==> config.mk <==
export PLATFORM = sky130hd
export DESIGN_NAME = pe_mem_arbiter
export DESIGN_NICKNAME = d
export VERILOG_FILES = /design/src/rtl/pe_pkg.sv /design/src/rtl/pe_mem_arbiter_sat_counter.sv /design/src/rtl/pe_mem_arbiter.sv
export SDC_FILE = /design/constraint.sdc
export NUM_CORES = 1
export LEC_CHECK = 0
export ABC_AREA = 1
export CELL_PAD_IN_SITES_DETAIL_PLACEMENT = 1
export CELL_PAD_IN_SITES_GLOBAL_PLACEMENT = 1
export CORE_MARGIN = 2
export CORE_UTILIZATION = 17
export DETAILED_ROUTE_END_ITERATION = 6
export PLACE_DENSITY_LB_ADDON = 0.2
export SYNTH_ARGS = -nofsm -noshare
export SYNTH_HDL_FRONTEND = slang
export SYNTH_SLANG_ARGS = --single-unit
==> constraint.sdc <==
create_clock -name clock -period 2.9 [get_ports clock]
set_clock_uncertainty 0.2 [all_clocks]
set_input_delay 0.58 -clock clock [delete_from_list [all_inputs] [get_ports clock]]
set_output_delay 0.58 -clock clock [all_outputs]
set_load 0.02 [all_outputs]
==> src/rtl/pe_pkg.sv <==
// pe_pkg: shared types for the PE memory-port arbiter
package pe_pkg;
  typedef enum logic [1:0] {OWN_NONE, OWN_CPU, OWN_DMA} owner_t;
  typedef enum logic {REQ_CPU, REQ_DMA} req_id_t;
endpackage

==> src/rtl/pe_mem_arbiter_sat_counter.sv <==
// pe_mem_arbiter_sat_counter: up-counter that sticks at all-ones
module pe_mem_arbiter_sat_counter #(
  parameter int W = 16
) (
  input  logic         clk,
  input  logic         rst,
  input  logic         inc,
  output logic [W-1:0] count
);
  always_ff @(posedge clk or posedge rst)
    if (rst) count <= '0;
    else if (inc && count != '1) count <= count + 1'b1;
endmodule

==> src/rtl/pe_mem_arbiter.sv <==
// pe_mem_arbiter: round-robin CPU/DDMA arbiter for the PE memory port with a
// bounded hold window and one-cycle tagged read return
module pe_mem_arbiter
  import pe_pkg::*;
#(
  parameter int MEMORY_BUS_WIDTH = 32,
  parameter int ADDR_WIDTH       = 32,
  parameter int MAX_HOLD         = 4
) (
  input  logic                        clock,
  input  logic                        reset,
  input  logic                        cpu_req,
  input  logic                        cpu_we,
  input  logic [ADDR_WIDTH-1:0]       cpu_addr,
  input  logic [MEMORY_BUS_WIDTH-1:0] cpu_wdata,
  output logic                        cpu_gnt,
  output logic [MEMORY_BUS_WIDTH-1:0] cpu_rdata,
  output logic                        cpu_rvalid,
  input  logic                        dma_req,
  input  logic                        dma_we,
  input  logic [ADDR_WIDTH-1:0]       dma_addr,
  input  logic [MEMORY_BUS_WIDTH-1:0] dma_wdata,
  output logic                        dma_gnt,
  output logic [MEMORY_BUS_WIDTH-1:0] dma_rdata,
  output logic                        dma_rvalid,
  output logic                        mem_en,
  output logic                        mem_we,
  output logic [ADDR_WIDTH-1:0]       mem_addr,
  output logic [MEMORY_BUS_WIDTH-1:0] mem_wdata,
  input  logic [MEMORY_BUS_WIDTH-1:0] mem_rdata,
  output logic [15:0]                 conflict_count
);
  localparam int HW = $clog2(MAX_HOLD + 1);
  owner_t owner, grant_owner;
  req_id_t last_served, pend_tag, grant_id;
  logic [HW-1:0] hold_cnt;
  logic hold_live, pend_valid;
  assign hold_live = hold_cnt < HW'(MAX_HOLD);
  // CPU wins a tie if it holds a live window, or the DMA has no live window and was served last
  assign cpu_gnt = cpu_req & (!dma_req | (owner == OWN_CPU & hold_live) |
                   (!(owner == OWN_DMA & hold_live) & last_served == REQ_DMA));
  assign dma_gnt = dma_req & !cpu_gnt;
  assign mem_en = cpu_gnt | dma_gnt;
  assign grant_owner = cpu_gnt ? OWN_CPU : OWN_DMA;
  assign grant_id = cpu_gnt ? REQ_CPU : REQ_DMA;
  assign mem_we = cpu_gnt ? cpu_we : dma_gnt & dma_we;
  assign mem_addr = cpu_gnt ? cpu_addr : dma_gnt ? dma_addr : '0;
  assign mem_wdata = cpu_gnt ? cpu_wdata : dma_gnt ? dma_wdata : '0;
  assign cpu_rdata = mem_rdata;
  assign dma_rdata = mem_rdata;
  assign cpu_rvalid = pend_valid & pend_tag == REQ_CPU;
  assign dma_rvalid = pend_valid & pend_tag == REQ_DMA;
  always_ff @(posedge clock or posedge reset)
    if (reset) begin
      owner <= OWN_NONE;
      last_served <= REQ_DMA;
      hold_cnt <= '0;
    end else if (mem_en) begin
      hold_cnt <= owner != grant_owner ? HW'(1) : hold_live ? hold_cnt + 1'b1 : hold_cnt;
      owner <= grant_owner;
      last_served <= grant_id;
    end else begin
      owner <= OWN_NONE;
      hold_cnt <= '0;
    end
  always_ff @(posedge clock or posedge reset)
    if (reset) begin
      pend_valid <= 1'b0;
      pend_tag <= REQ_CPU;
    end else begin
      pend_valid <= mem_en & !mem_we;
      pend_tag <= grant_id;
    end
  pe_mem_arbiter_sat_counter #(.W(16)) u_conflict (
    .clk(clock),
    .rst(reset),
    .inc(cpu_req & dma_req),
    .count(conflict_count)
  );
endmodule

==> out/metrics.csv, run 1 <==
stage;metric;value;unit
outcome;status;complete, no violations;
power;Switching Fraction;0.375;
synthesis;FF+latch count, synth;24;
power;Peak VDD IR;0.355;mV
place;GPL Wtd Cong;0.818;
sta;Max Fclk;367;MHz
sta;final hold slack;0.321;ns
sta;# setup viols final;0;
min_path;min-delay worst type;flip-flop to flip-flop;
cells_and_area;layout net count;797;
worst_setup_path;CP endpoint;mem_wdata[22];
sta;fin crit period;2.72;ns
clock_network;H-Tree Level Count;1;
sta;fin crit share;0.939;
sta;Worst Tran Pin Value;0.450;ns
synthesis;synthesized instance count;460;
detailed_routing;vias per inst;3.97;
cells_and_area;Area Overhead vs Synth;83.6;%
power;Power Density;376;nW/µm²
sta;Setup WS post-layout;0.177;ns
cells_and_area;Fill cells;1976;
clock_network;CTS Buf Count;3;
die;die width;131;µm
worst_setup_path;Worst setup SP type;flip-flop;
worst_setup_path;Setup Crit Path Kind;flip-flop to primary output;
cells_and_area;leading cell type in the layout, fill and taps excluded;nand2_1;
die;die area;17100;µm²
die;CORE AREA;15800;µm²
sta;RSZ-0062 raised after global routing;no;
synthesis;Yosys warning total;0;
grt;largest net degree at the start of global routing;33;
synthesis;mean area per synthesized cell;5.94;µm²
cells_and_area;layout cells sized above 1;0.202;
power;Seq pwr share;0.239;
worst_setup_path;CP required;2.12;ns
power;Cell Int Power;1.18;mW
power;Leakage;2.44;nW
detailed_routing;routed len/inst;16.6;µm
synthesis;Area contributors post-synth;nand2_1 34%, dfrtp_1 21%, buf_4 18%;
sta;Max-slew headroom;0.698;
clock_network;CTS tree;built;
cells_and_area;n_diodes;0;
synthesis;mapped cell area;2730;µm²
synthesis;synth unique cells;26;
place;detailed placer's ending HPWL;12000;µm
grt;total congestion overflow;0;
worst_setup_path;worst r2r src;u_conflict.count[0];
die;FP Rows;46;
worst_setup_path;r2r setup slk;0.82;ns
worst_setup_path;CP endpoint kind;primary output;
power;combinational share of power;0.545;
synthesis;syn_nets;628;
die;Die Height;131;µm
detailed_routing;1st-pass router iterations;4;
worst_setup_path;Reg2Reg Depth;10;
synthesis;Yosys top cell area share;0.344;
detailed_routing;DRC Markers;0;
clock_network;Clock Pin Slew Worst Setup and Hold Paths;0.06;ns
detailed_routing;wirelength, routed;14000;µm
power;sw power;0.708;mW
clock_network;root buffer cell;clkbuf_16;
place;IO Port Bufs;219;
place;DP Worst Slack;-0.448;ns
cells_and_area;final core occ;0.318;
grt;initial antenna violation count;0;
clock_network;clk_lat worst skew;0.27;ns
die;Initial Utilization;0.173;
cells_and_area;final std cells w/o fill;844;
die;number of I/O pins;316;
clock_network;maximum root-to-sink buffer count;2;
grt;first-pass GRT wire length;20200;µm
synthesis;post-synthesis sequential area ratio;0.220;
worst_setup_path;worst path arrival time;1.94;ns
sta;Max Slew Vio Count;0;
worst_setup_path;Max FO, Critical Path;32;
cells_and_area;most frequent cells in the layout;241 x nand2_1, 150 x clkdlybuf4s50_1, 28 x buf_4;
synthesis;post-synth top area cell;nand2_1;
worst_setup_path;CP startpoint;hold_cnt[2];
grt;GRT Util Overall;0.157;
detailed_routing;Routed Antenna Nets;0;
run;total of max-cap violations;0;
cells_and_area;Sequential Area;603;µm²
worst_setup_path;FF-to-FF End;u_conflict.count[10];
detailed_routing;via count;3347;
clock_network;Clock Sinks;24;
place;# placed instances;830;
grt;vias in the first global route;3633;
cells_and_area;multi-input logic area;1440;µm²
sta;Hold Fails Final Rpt;0;
power;clock share of power;0.215;
detailed_routing;violation count after the first detailed-route iteration;93;
-- state kept, by name (all words and copies together) (netlist names) --
signal / count
hold_cnt: 3
pend_valid: 1
last_served: 1
pend_tag: 1
u_conflict.count: 16
owner: 2
-- cell families (layout without fill, tap and decap cells) --
| logic type | count (synthesis) | in the layout | share of synthesized area |
|---|---|---|---|
| adder cells (fa/ha/maj) | 2 | 2 | 0.00916 |
| XOR/XNOR | 10 | 10 | 0.0321 |
| AND/OR/NAND/NOR | 309 | 309 | 0.460 |
| AO/OA/AOI/OAI | 8 | 8 | 0.0147 |
| flip-flops | 24 | 24 | 0.220 |
| buffers and inverters | 107 | 275 | 0.264 |
-- cells in the mapped netlist (all sizes together) --
master,instances
nor3,3
nand4,7
nand3,14
dfstp,1
xnor2,4
xor2,6
nand2,263
buf,78
inv,27
dfrtp,23
nand3b,1
nor2,21
a21oi,1
ha,2
clkbuf,2
o21ai,7
-- routing by layer --
metal / track usage / routed length [µm]
met1: 0.158 / 4770
met2: 0.317 / 8000
met3: 0.0590 / 1190
met4: 0.00939 / 35
met5: 0 / 0
-- critical path, cell delays in order (launching register included) --
cell and delay (ns):
dfrtp_2 0.45, inv_2 0.07, nand3_1 0.08, nand2_1 0.06, inv_1 0.04, nand2_2 0.06, nand2_2 0.07, inv_2 0.11
buf_12 0.19, buf_4 0.15, nand2_1 0.06, nand2_2 0.10, buf_12 0.11, buf_12 0.10
-- power by group through the flow --
stage | sequential [mW] | clock (mW) | combinational [mW]
finish | 0.451 | 0.406 | 1.03
floorplan | 0.487 | 0 | 0.527
CTS | 0.453 | 0.419 | 1.05
global placement | 0.454 | 0 | 1.04
detailed placement | 0.459 | 0 | 1.04
global route | 0.465 | 0.435 | 1.11
-- layout make-up --
class / instances / area share
timing repair buffer: 244 / 0.497
multi-input combinational: 329 / 0.287
sequential: 24 / 0.120
tap: 216 / 0.0539
inverter: 27 / 0.0212
clock buffer: 3 / 0.0150
clock inverter: 1 / 0.00599
-- metrics by stage --
step	TNS, ns	power, mW	instance area [µm²]
6_report	0	1.89	5010
5_1_grt	0	2.01	5010
4_1_cts	0	1.92	5010
3_5_place_dp	-18.36	1.50	4840
3_3_place_gp	-18.48	1.49	4840
2_1_floorplan	0	1.01	2730
-- how the worst min path moves through the flow --
| stage | startpoint | to | slack, ns | cells after the start |
|---|---|---|---|---|
| after floorplan | last_served | last_served | 0.28 | 2 |
| after global placement | last_served | last_served | 0.30 | 2 |
| after detailed placement | last_served | last_served | 0.30 | 2 |
| after CTS | last_served | last_served | 0.31 | 2 |
| after global routing | last_served | last_served | 0.36 | 2 |
| final | last_served | last_served | 0.32 | 2 |
-- timing repair --
action                     CTS  global route
hold buffers                 0             0
gates resized for setup    195             4
cloned                       2             0
hold endpoints to repair     0             0
setup endpoints to repair   58            54
pin swaps                    1             0
buffers inserted             8             0
Note: power is estimated with default switching activity, not from simulation.
==> inputs of run 2 (changes only) <==
--- a/config.mk
+++ b/config.mk
@@ -11,6 +11,7 @@
 export CORE_MARGIN = 2
 export CORE_UTILIZATION = 17
 export DETAILED_ROUTE_END_ITERATION = 6
+export GPL_TIMING_DRIVEN = 1
 export PLACE_DENSITY_LB_ADDON = 0.2
 export SYNTH_ARGS = -nofsm -noshare
 export SYNTH_HDL_FRONTEND = slang
==> results of run 2 <==
The final DEF is identical to that of run 1; final timing and power are the same.
